## config.mk

```make
export PLATFORM = sky130hd
export DESIGN_NAME = mypio_multi_flat
export DESIGN_NICKNAME = d
export VERILOG_FILES = /design/src/rtl/mypio_multi_if.sv /design/src/rtl/mypio_multi.sv /design/src/flat_wrapper.sv
export SDC_FILE = /design/constraint.sdc
export NUM_CORES = 1
export LEC_CHECK = 0
export ABC_AREA = 1
export BUFFER_PORTS_ARGS = -buffer_cell sky130_fd_sc_hd__buf_4
export CAP_MARGIN = 10
export CORE_ASPECT_RATIO = 0.8
export CORE_UTILIZATION = 40
export DETAILED_ROUTE_END_ITERATION = 7
export PLACE_DENSITY_LB_ADDON = 0.2
export SLEW_MARGIN = 20
export SYNTH_ARGS = -nofsm -noshare
export SYNTH_HDL_FRONTEND = slang
export SYNTH_SLANG_ARGS = --single-unit
```

## constraint.sdc

```tcl
create_clock -name clk -period 3.7 [get_ports clk]
set_input_delay 0.74 -clock clk [delete_from_list [all_inputs] [get_ports clk]]
set_output_delay 0.74 -clock clk [all_outputs]
set_load 0.02 [all_outputs]
```

## src/rtl/mypio_multi_if.sv

```systemverilog
// Avalon-MM slave bus plus level interrupt for the multi-channel PIO.
// Address width follows the channel count: {channel, reg[1:0]}.
interface mypio_multi_if #(
   parameter int unsigned CHANNELS = 2
);
   localparam int unsigned AW = $clog2(CHANNELS) + 2;

   logic [AW-1:0] avs_address;
   logic          avs_read;
   logic          avs_write;
   logic [31:0]   avs_writedata;
   logic [31:0]   avs_readdata;
   logic          irq;

   modport slave (
      input  avs_address, avs_read, avs_write, avs_writedata,
      output avs_readdata, irq
   );

   modport master (
      output avs_address, avs_read, avs_write, avs_writedata,
      input  avs_readdata, irq
   );
endinterface

```

## src/rtl/mypio_multi.sv

```systemverilog
// Multi-channel GPIO: per channel an output register, synchronised input,
// per-bit edge capture (W1C) and irq mask, behind an Avalon-MM slave.
module mypio_multi #(
   parameter int unsigned     WIDTH       = 8,
   parameter int unsigned     CHANNELS    = 2,
   parameter int unsigned     EDGE_MODE   = 0,
   parameter int unsigned     SYNC_STAGES = 2,
   parameter logic [WIDTH-1:0] OUT_RESET  = '0
) (
   input  logic                      clk,
   input  logic                      reset,
   mypio_multi_if.slave              avs,
   input  logic [CHANNELS*WIDTH-1:0] coe_in,
   output logic [CHANNELS*WIDTH-1:0] coe_out
);

   localparam int unsigned NB        = CHANNELS * WIDTH;
   localparam int unsigned PRIME_MAX = SYNC_STAGES + 1;
   localparam int unsigned PW        = $clog2(SYNC_STAGES + 2);

   logic [NB-1:0] sync_q [SYNC_STAGES];
   logic [NB-1:0] sync_d [SYNC_STAGES];
   logic [NB-1:0] prev_q, prev_d;
   logic [NB-1:0] out_q, out_d;
   logic [NB-1:0] edge_q, edge_d;
   logic [NB-1:0] mask_q, mask_d;
   logic [PW-1:0] prime_q, prime_d;
   logic [31:0]   rdata_q, rdata_d;
   logic          irq_q, irq_d;

   logic [NB-1:0] sync_in, rise, fall, det, clr;
   logic [31:0]   ch_sel, rd_val;
   logic [1:0]    reg_sel;
   logic          prime_done;
   logic          wdata_unused;

   assign wdata_unused = ^avs.avs_writedata;

   // Input synchroniser, edge detect and prime counter
   always_comb begin
      sync_d[0] = coe_in;
      for (int i = 1; i < int'(SYNC_STAGES); i++) sync_d[i] = sync_q[i-1];
      sync_in = sync_q[SYNC_STAGES-1];
      prev_d  = sync_in;
      rise    = sync_in & ~prev_q;
      fall    = ~sync_in & prev_q;
      if (EDGE_MODE == 0)      det = rise;
      else if (EDGE_MODE == 1) det = fall;
      else                     det = rise | fall;
      // Edges are ignored until the zeroed chain has flushed after reset
      prime_done = (prime_q == PW'(PRIME_MAX));
      prime_d    = prime_done ? prime_q : prime_q + PW'(1);
   end

   // Register decode: reads, writes and W1C; an out-of-range channel matches nothing
   always_comb begin
      reg_sel = avs.avs_address[1:0];
      ch_sel  = 32'(avs.avs_address >> 2);
      out_d   = out_q;
      mask_d  = mask_q;
      clr     = '0;
      rd_val  = '0;
      for (int c = 0; c < int'(CHANNELS); c++) begin
         if (ch_sel == 32'(c)) begin
            case (reg_sel)
               2'd0:    rd_val = 32'(out_q[c*WIDTH +: WIDTH]);
               2'd1:    rd_val = 32'(sync_in[c*WIDTH +: WIDTH]);
               2'd2:    rd_val = 32'(edge_q[c*WIDTH +: WIDTH]);
               default: rd_val = 32'(mask_q[c*WIDTH +: WIDTH]);
            endcase
            if (avs.avs_write) begin
               case (reg_sel)
                  2'd0:    out_d[c*WIDTH +: WIDTH]  = avs.avs_writedata[WIDTH-1:0];
                  2'd2:    clr[c*WIDTH +: WIDTH]    = avs.avs_writedata[WIDTH-1:0];
                  2'd3:    mask_d[c*WIDTH +: WIDTH] = avs.avs_writedata[WIDTH-1:0];
                  default: ;
               endcase
            end
         end
      end
      // A new edge wins over a same-cycle clear
      edge_d  = (edge_q & ~clr) | (prime_done ? det : '0);
      irq_d   = |(edge_q & mask_q);
      rdata_d = avs.avs_read ? rd_val : rdata_q;
   end

   always_ff @(posedge clk) begin
      if (reset) begin
         for (int i = 0; i < int'(SYNC_STAGES); i++) sync_q[i] <= '0;
         prev_q  <= '0;
         out_q   <= {CHANNELS{OUT_RESET}};
         edge_q  <= '0;
         mask_q  <= '0;
         prime_q <= '0;
         rdata_q <= '0;
         irq_q   <= 1'b0;
      end else begin
         for (int i = 0; i < int'(SYNC_STAGES); i++) sync_q[i] <= sync_d[i];
         prev_q  <= prev_d;
         out_q   <= out_d;
         edge_q  <= edge_d;
         mask_q  <= mask_d;
         prime_q <= prime_d;
         rdata_q <= rdata_d;
         irq_q   <= irq_d;
      end
   end

   assign coe_out          = out_q;
   assign avs.avs_readdata = rdata_q;
   assign avs.irq          = irq_q;

endmodule
```

## src/flat_wrapper.sv

```systemverilog
// flat-port wrapper written by rule: the top's interface ports become plain ports
module mypio_multi_flat 
#(
   parameter int unsigned     WIDTH       = 8,
   parameter int unsigned     CHANNELS    = 2,
   parameter int unsigned     EDGE_MODE   = 0,
   parameter int unsigned     SYNC_STAGES = 2,
   parameter logic [WIDTH-1:0] OUT_RESET  = '0
)
  (clk, reset, coe_in, coe_out, avs_avs_address, avs_avs_read, avs_avs_write, avs_avs_writedata, avs_avs_readdata, avs_irq);
  mypio_multi_if #(.CHANNELS(CHANNELS)) avs_i ();
  input  logic clk;
  input  logic reset;
  input  logic [CHANNELS*WIDTH-1:0] coe_in;
  output logic [CHANNELS*WIDTH-1:0] coe_out;
  input wire logic [$bits(avs_i.avs_address)-1:0] avs_avs_address;
  input wire logic [$bits(avs_i.avs_read)-1:0] avs_avs_read;
  input wire logic [$bits(avs_i.avs_write)-1:0] avs_avs_write;
  input wire logic [$bits(avs_i.avs_writedata)-1:0] avs_avs_writedata;
  output wire logic [$bits(avs_i.avs_readdata)-1:0] avs_avs_readdata;
  output wire logic [$bits(avs_i.irq)-1:0] avs_irq;
  assign avs_i.avs_address = avs_avs_address;
  assign avs_i.avs_read = avs_avs_read;
  assign avs_i.avs_write = avs_avs_write;
  assign avs_i.avs_writedata = avs_avs_writedata;
  assign avs_avs_readdata = avs_i.avs_readdata;
  assign avs_irq = avs_i.irq;
  mypio_multi #(.WIDTH(WIDTH), .CHANNELS(CHANNELS), .EDGE_MODE(EDGE_MODE), .SYNC_STAGES(SYNC_STAGES), .OUT_RESET(OUT_RESET)) u_core (.clk(clk), .reset(reset), .avs(avs_i), .coe_in(coe_in), .coe_out(coe_out));
endmodule
```

==> flow_metrics.tcl, run 1 <==
set metrics [dict create \
    globalRoute.busiestLayer "met2" \
    io_buffer_count 55 \
    grt_max_degree 99 \
    ir_drop_v 0.000279 \
    worst_slack_ps 1520 \
    n_fill_cell 1180 \
    syn_area_um2 4470 \
    die_y_um 96.6 \
    grt_pass1_wl_um 18300 \
    dr.pass1.iters 5 \
    num_vias 3875 \
    synth.area.top_cells "dfxtp_1, nand2_1, nor2_1, inv_1, a21oi_1" \
    cts_tree "built" \
    min_path_type "register to register" \
    area_growth_pct 14.6 \
    tns_ps 0 \
    antenna_cells 0 \
    maxSlewViolCount 0 \
    grt_usage_pct 21.2 \
    cts-htree-levels 3 \
    synth-seq-cells 107 \
    grt_setup_unrepaired "false" \
    antenna_found_initial 0 \
    wire_per_inst_um 14.3 \
    start_util_pct 41.1 \
    max_stage_delay_ps 330 \
    core_um2 10900 \
    boundaryPins 104 \
    comb_power_share_pct 10.3 \
    yosysWarnings 0 \
    hpwl_um 8080 \
    hold_violations 0 \
    switching_share_pct 25.3 \
    ctsResizeCount 0 \
    detail-route-antenna-nets 0 \
    status "complete, no violations" \
    viasPerCell 4.80 \
    critPathLaunchType "input pin" \
    use_met2_pct 35.1 \
    clkTransAtPathRegs_ps 70 \
    grt_pass1_vias 3596 \
    drt_iter0_markers 303 \
    placed_cell_area_um2 4820 \
    die_x_um 120 \
    synth_top_area_share_pct 47.9 \
    fin_crit_ps 2180 \
    use_met1_pct 27.4 \
    crit_path_end_kind "register" \
    crit_chain "buf_4, nand2_2, inv_2, nand2_1, inv_1, nand2_1, a21oi_1" \
    avgSynthCellArea_um2 7.20 \
    cp.required_ps 3970 \
    dieArea_um2 11600 \
    nNetsFinal 714 \
    holdPathStages 2 \
    cts_num_sinks 107 \
    cap_violations 0 \
    pwr_density_cell_nw_per_um2 475 \
    worst_r2r_path_depth 5 \
    cts_buffers 9 \
    syn-instance-count 621 \
    fp-row-count 34 \
    pre_cts_slack_ps 1220 \
    drive_above_1_share_pct 13.0 \
    max_freq_mhz 459 \
    clkLatencyLatePin_ps 350 \
    power_uw 2430 \
    clkPwrFrac_pct 39.7 \
    post-cts-setup-buffers 0 \
    routed_wl_um 11500 \
    yosysUniqueCellTypes 22 \
    gp_congestion 0.853 \
    finalCritPeriodShare_pct 58.8 \
    gr-total-overflow 0 \
    yosys.area.top_type "dfxtp_1" \
    cp_data_arrival_time_ps 2450 \
    p_int_uw 1820 \
    critical_path.most_common_cell "nand2_1" \
    slowest_stage "buf_4" \
    p_sw_uw 617 \
    ctsHoldBuffers 0 \
    crit_path_max_fanout 31 \
    clockBufferDepth 2 \
    whs_ps 404 \
    ys_seq_area_share_pct 47.9 \
    finalSetupViolCount 0 \
    seq_power_share_pct 50.0 \
    power.leakage_uw 0.00226 \
    finalClockSkew_ps 3.97 \
    use_met3_pct 6.40 \
    drc 0 \
    worstMarginPinSlew_ps 1020 \
    final_area_um2 5130 \
    critical_path_class "input pin to register" \
    clockRootBuffer "clkbuf_16" \
    maxSlewHeadroom_pct 32.0 \
]
synth_stat cells:
| master | count |
|---|---|
| nor2_4 | 4 |
| a211oi_2 | 5 |
| xor2_1 | 1 |
| dfxtp_1 | 107 |
| buf_6 | 3 |
| nand4_1 | 4 |
| nand2_2 | 1 |
| buf_4 | 27 |
| o21ai_0 | 28 |
| nand3_1 | 48 |
| clkinv_1 | 1 |
| conb_1 | 1 |
| clkbuf_2 | 1 |
| a21oi_1 | 50 |
| nand2_1 | 131 |
| inv_1 | 67 |
| o21ai_1 | 4 |
| inv_2 | 4 |
| buf_2 | 11 |
| ha_1 | 1 |
| nor2_1 | 111 |
| clkbuf_1 | 11 |
cell families (layout without fill, tap and decap cells):
kind of cell / Yosys count / in the layout / share of synthesized area, %
compound gates: 87 / 87 / 10.6
xor+xnor: 1 / 1 / 0.196
simple gates: 299 / 299 / 27.4
flops: 107 / 107 / 47.9
other cells: 1 / 24 / 0.0838
buf+inv: 125 / 144 / 13.6
fa+ha+maj: 1 / 1 / 0.280
placed cells by master (no fill, tap or decap), types with 2 or more instances in the layout:
cell / count
clkinv_2: 2
a21oi_1: 50
o21ai_0: 28
nand3_1: 48
conb_1: 24
nor2_1: 111
o21ai_1: 4
buf_4: 56
clkinv_4: 2
clkbuf_16: 9
inv_2: 4
dfxtp_1: 107
nand4_1: 4
a211oi_2: 5
inv_1: 67
nor2_4: 4
nand2_1: 131
final timing paths:
kind,start,end,slack (ps)
setup reg to reg,u_core.prime_q[0],u_core.edge_q[8],2190
hold reg to reg,u_core.sync_q[0][1],u_core.sync_q[0][17],400
setup / recovery,avs_avs_address[0],u_core.mask_q[6],1520
hold / removal,u_core.sync_q[0][1],u_core.sync_q[0][17],400
power groups by stage:
stage                     logic, µW  clock network (µW)  registers, µW
after floorplan                 178                   0           1250
after global placement          246                   0           1240
after detailed placement        250                   0           1240
after CTS                       251                 991           1220
after global routing            282                1040           1220
final                           250                 966           1220
state kept, by name, indices dropped and copies added (netlist names):
signal                   flops
u_core.edge_q               16
u_core.avs.avs_readdata      8
u_core.coe_out              16
u_core.prev_q               16
u_core.sync_q               32
u_core.avs.irq               1
u_core.prime_q               2
u_core.mask_q               16
area by class of cell:
cell class,instances,area [µm²],area share [%]
clock buffers,10,239,4.66
multi-input cells,412,1810,35.3
repair buffers,56,420,8.20
flip-flops and latches,107,2140,41.8
clock inverters,6,65.1,1.27
well taps,144,180,3.51
inverters,72,270,5.27
per-stage QoR:
step / util, % / std cells
floorplan: - / 644
finish: 47.1 / 807
CTS: 47.1 / 807
global route: 47.1 / 807
detailed placement: 44.3 / 791
global placement: 44.3 / 791
worst max-delay path: cells and delay by family:
kind | cells | cell delay [ps]
compound gates | 1 | 160
buf+inv | 3 | 860
simple gates | 3 | 690
layer usage:
layer	routed length (µm)	up-vias
met5	0	-
met4	70	0
met3	635	8
met2	5320	97
met1	5490	1822
li1	-	1948
Note: power is estimated with default switching activity, not from simulation.
==> run 2, diff against run 1 <==
Settings changed: ABC_AREA 1 to 0.
Clock period 3.7 ns to 2 ns, I/O delays scaled along.
==> flow_metrics.tcl, run 2 <==
set metrics [dict create \
    worst_slack_ps 608 \
    finalSetupViolCount 0 \
    synthTopCellsByCount "dfxtp_1, nand2_1, nor2b_1" \
    maxSlewViolCount 0 \
    die_y_um 93.9 \
    cts_tree "built" \
    num_vias 3147 \
    core_um2 10300 \
    hold_violations 0 \
    cts_num_sinks 107 \
    synth.area.top_cells "dfxtp_1, mux4_2, nor2b_1, nand2_1, buf_4" \
    crit_chain "buf_4, mux4_2, o22ai_1, nor3_1" \
    grt_max_degree 66 \
    layout_commonest_cell "dfxtp_1" \
    pwr_density_cell_nw_per_um2 887 \
    holdPathEnd "u_core.sync_q[0][10]" \
    hp-start "coe_in[10]" \
    multi_input_area_um2 1770 \
    tns_ps 0 \
    syn-instance-count 428 \
    slowest_stage "mux4_2" \
    antenna_cells 0 \
    final-seq-area_um2 2140 \
    regMostFlops "u_core.sync_q" \
    yosysWarnings 0 \
    drt_iter0_markers 174 \
    viasPerCell 5.09 \
    cts_buffers 9 \
    area_growth_pct 17.2 \
    io_buffer_count 55 \
    power.leakage_uw 0.00190 \
    dr.pass1.iters 5 \
    largest_reg_flops 32 \
    cap_violations 0 \
    regToRegSetupSlack_ps 760 \
    critPathLaunchType "input pin" \
    yosysUniqueCellTypes 37 \
    fin_crit_ps 1390 \
    async_flop_share_pct 0 \
    cp_data_arrival_time_ps 1620 \
    detail-route-antenna-nets 0 \
    synth_ff_type "dfxtp_1" \
    fp-row-count 33 \
    final_cell_mix "dfxtp_1, nand2_1, buf_4" \
    rr_startpoint "u_core.edge_q[8]" \
    hpwl_um 6400 \
    gp_congestion 0.816 \
    yosys.area.top_type "dfxtp_1" \
    crit_path_max_fanout 25 \
    syn_area_um2 4230 \
    gr-total-overflow 0 \
    crit_path_end_kind "register" \
    r2r_end "u_core.avs.irq" \
    holdPathStages 2 \
    n_fill_cell 981 \
    nNetsFinal 529 \
    critical_path_class "input pin to register" \
    clkLatencyLatePin_ps 340 \
    synth_edf_count 0 \
    start_util_pct 41.1 \
    ys_seq_area_share_pct 50.7 \
    grt_usage_pct 19.1 \
    routed_wl_um 9600 \
    antenna_found_initial 0 \
    avgSynthCellArea_um2 9.88 \
    clockRootBuffer "clkbuf_16" \
    max_freq_mhz 719 \
    worst_r2r_path_depth 4 \
    dieArea_um2 11000 \
    grt_pass1_vias 2963 \
    finalClockSkew_ps 7.38 \
    finalCritPeriodShare_pct 69.6 \
    grt_setup_unrepaired "false" \
    max_stage_delay_ps 550 \
    drive_above_1_share_pct 20.5 \
    wire_per_inst_um 15.5 \
    status "complete, no violations" \
    synth-seq-cells 107 \
    drc 0 \
    synth_top_area_share_pct 50.7 \
    post-cts-setup-buffers 0 \
    boundaryPins 104 \
    clockBufferDepth 2 \
    min_path_type "input pin to register" \
    pre_cts_slack_ps 226 \
    synth.most_common_cell "dfxtp_1" \
    clkTransAtPathRegs_ps 70 \
    ctsHoldBuffers 0 \
    ctsResizeCount 0 \
    cts-htree-levels 3 \
    ir_drop_v 0.000547 \
    cp.required_ps 2220 \
    grt_pass1_wl_um 15300 \
    die_x_um 117 \
]
run 2: cell count changes after synthesis, moves of 9 or more:
cell,delta
nor2_1,-77
nand2_1,-66
inv_1,-51
nand3_1,-48
nor2b_1,+48
o21ai_0,-28
a21oi_1,-26
a32oi_1,+16
mux4_2,+15
mux2i_1,+9
run 2: critical path, delay by kind of cell:
kind | cells | cell delay (ps)
and+or+nand+nor | 1 | 80
AOI/OAI and AO/OA | 1 | 230
buffers and inverters | 1 | 330
muxes | 1 | 550
run 2: worst max path at each step:
stage	startpoint	endpoint	slack (ps)	depth (start not counted)
after floorplan	avs_avs_address[2]	u_core.avs.avs_readdata[2]	530	5
after global placement	avs_avs_address[2]	u_core.avs.avs_readdata[5]	260	4
after detailed placement	avs_avs_address[2]	u_core.avs.avs_readdata[5]	230	4
after CTS	avs_avs_address[2]	u_core.avs.avs_readdata[5]	600	4
after global routing	avs_avs_address[2]	u_core.edge_q[11]	510	6
final	avs_avs_address[2]	u_core.avs.avs_readdata[5]	610	4
run 2: layout make-up:
class	instances	share of cell area, %
Sequential cell	107	43.2
Inverter	16	1.21
Clock inverter	3	0.404
Tap cell	140	3.54
Multi-Input combinational cell	275	35.7
Timing Repair Buffer	64	10.2
Clock buffer	13	5.66
run 2: where the power goes:
group | total (µW) | switching, µW | internal, µW
logic | 405 | 238 | 168
clock network | 1740 | 757 | 979
registers | 2250 | 44.5 | 2210
total | 4390 | 1040 | 3350
run 2: stage by stage:
step | instance area, µm² | total power (µW) | cells | hold slack, ps | utilization [%]
floorplan | 4310 | 2590 | 451 | 414 | -
global placement | 4650 | 2700 | 602 | 419 | 45.3
detailed placement | 4650 | 2710 | 602 | 421 | 45.3
CTS | 4950 | 4440 | 618 | 252 | 48.2
global route | 4950 | 4570 | 618 | 256 | 48.2
finish | 4950 | 4390 | 618 | 263 | 48.2
run 2: cells by family after synthesis:
kind of cell,after synthesis,share of synthesized area [%]
and+or+nand+nor,167,19.3
DFF,107,50.7
adders and majority gates,1,0.296
other,1,0.0887
buffers and inverters,69,9.59
muxes,25,10.7
xor gates and xnor gates,1,0.207
AOI/OAI and AO/OA,57,9.09
run 2: metal layers:
layer / up-vias / wire (µm) / track usage (%)
met1: 1538 / 4310 / 25.3
li1: 1491 / - / -
met3: 17 / 646 / 4.65
met5: - / 0 / 0
met2: 101 / 4480 / 29.3
met4: 0 / 166 / 8.54
==> run 3, diff against run 2 <==
Settings changed: ABC_AREA 0 to 1.
Clock period 2 ns to 1.22 ns, I/O delays scaled along.
==> flow_metrics.tcl, run 3 (synthesis gave the netlist of run 1 again) <==
set metrics [dict create \
    wire_per_inst_um 13.3 \
    grt_pass1_wl_um 17500 \
    io_buffer_count 55 \
    hold_violations 0 \
    cap_violations 0 \
    status "complete, no violations" \
    clkLatencyLatePin_ps 340 \
    final_area_um2 5380 \
    crit_path_max_fanout 3 \
    crit_chain "buf_4" \
    layout_commonest_cell "nand2_1" \
    drive_above_1_share_pct 17.1 \
    core_um2 10900 \
    cp.required_ps 980 \
    viasPerCell 4.75 \
    maxSlewViolCount 0 \
    cts_tree "built" \
    n_fill_cell 1142 \
    area_growth_pct 20.4 \
    antenna_cells 0 \
    min_path_type "input pin to register" \
    clkTransAtPathRegs_ps 70 \
    clockRootBuffer "clkbuf_16" \
    ir_drop_v 0.000791 \
    drt_iter0_markers 251 \
    dieArea_um2 11600 \
    clockBufferDepth 2 \
    critPathLaunchType "register" \
    cp_data_arrival_time_ps 900 \
    cts_num_sinks 107 \
    die_x_um 120 \
    boundaryPins 104 \
    dr.pass1.iters 4 \
    die_y_um 96.6 \
    finalCritPeriodShare_pct 93.5 \
    pwr_density_cell_nw_per_um2 1330 \
    power_uw 7160 \
    routed_wl_um 11100 \
    gr-total-overflow 0 \
    final_cell_mix "nand2_1, nor2_1, dfxtp_1" \
    drc 0 \
    largest_reg_flops 32 \
    critical_path_class "register to output pin" \
    grt_usage_pct 19.8 \
    max_stage_delay_ps 390 \
    regMostFlops "u_core.sync_q" \
    ctsHoldBuffers 0 \
    placed_cell_area_um2 5110 \
    max_freq_mhz 876 \
    antenna_found_initial 0 \
    gp_congestion 0.902 \
    grt_setup_unrepaired "false" \
    power.leakage_uw 0.00241 \
    fin_crit_ps 1140 \
    crit_path_end_kind "output pin" \
    finalSetupViolCount 0 \
    cts-htree-levels 3 \
    crit_buf_inv 1 \
    grt_max_degree 40 \
    slowest_stage "dfxtp_1" \
    finalClockSkew_ps 4.23 \
    detail-route-antenna-nets 0 \
    start_util_pct 41.1 \
    nNetsFinal 743 \
    grt_pass1_vias 3569 \
    crit_family "flip-flops" \
    cts_buffers 9 \
    hpwl_um 8540 \
    fp-row-count 34 \
    num_vias 3964 \
    final_core_util_pct 49.4 \
]
[run 3: changes by cell type in the layout (fill, tap and decap cells not counted), moves of 15 or more]
cell | before | now
a21oi_1 | 24 | 48
a32oi_1 | 16 | 0
buf_4 | 62 | 79
inv_1 | 16 | 67
mux4_2 | 15 | 0
nand2_1 | 65 | 131
nand3_1 | 0 | 48
nor2_1 | 34 | 111
nor2b_1 | 48 | 0
o21ai_0 | 0 | 28
[run 3: worst paths after layout]
check,to,slack [ps],startpoint,depth (start not counted)
max,coe_out[6],80,u_core.coe_out[6],1
min,u_core.sync_q[0][3],90,coe_in[3],3
max reg2reg,u_core.edge_q[3],120,u_core.prime_q[0],6
min reg2reg,u_core.sync_q[0][19],400,u_core.sync_q[0][3],2
[run 3: layer usage]
metal | GRT usage (%) | part of all wire [%] | wire (µm) | up-vias
li1 | - | - | - | 2008
met1 | 26.7 | 48 | 5290 | 1849
met2 | 32.4 | 46 | 5110 | 92
met3 | 4.23 | 5.3 | 585 | 15
met4 | 5.14 | 1.2 | 130 | 0
met5 | 0 | 0 | 0 | -
[run 3: stage by stage]
stage / hold WS (ps) / setup slack, ps / TNS [ps] / cells
final: 92.8 / 79.0 / 0 / 834
after global placement: 392 / -76.0 / -1330 / 820
after floorplan: 351 / 18.0 / 0 / 644
after CTS: 94.5 / 22.0 / 0 / 834
after global routing: 103 / 42.1 / 0 / 834
after detailed placement: 396 / -133 / -1870 / 820
[run 3: worst register-to-register path, cell delays in order (launching register included)]
cell     delay, ps
dfxtp_2        340
ha_2           190
inv_2           50
buf_4          150
nor2_1          90
nand2_1         70
a21oi_1        140
[run 3: area by class of cell]
class	instances	area [µm²]	share of cell area [%]
clock buffer	10	229	4.25
clock inverter	4	27.5	0.511
timing repair buffer	85	713	13.2
sequential	107	2140	39.8
multi-input combinational	412	1820	33.8
inverter	72	270	5.02
tap	144	180	3.35
[run 3: timing repair]
item                                    4_1_cts  5_1_grt
endpoints found under the hold margin         0        0
setup buffers                                 0        0
endpoints found under the setup margin        0       16
resized for setup                             0        6
[run 3: where the power goes]
part	total, µW	switching [µW]	leakage, µW	internal [µW]
Sequential	3700	73.8	0.000875	3630
Combinational	854	521	0.00140	333
Clock	2610	1240	0.000129	1370
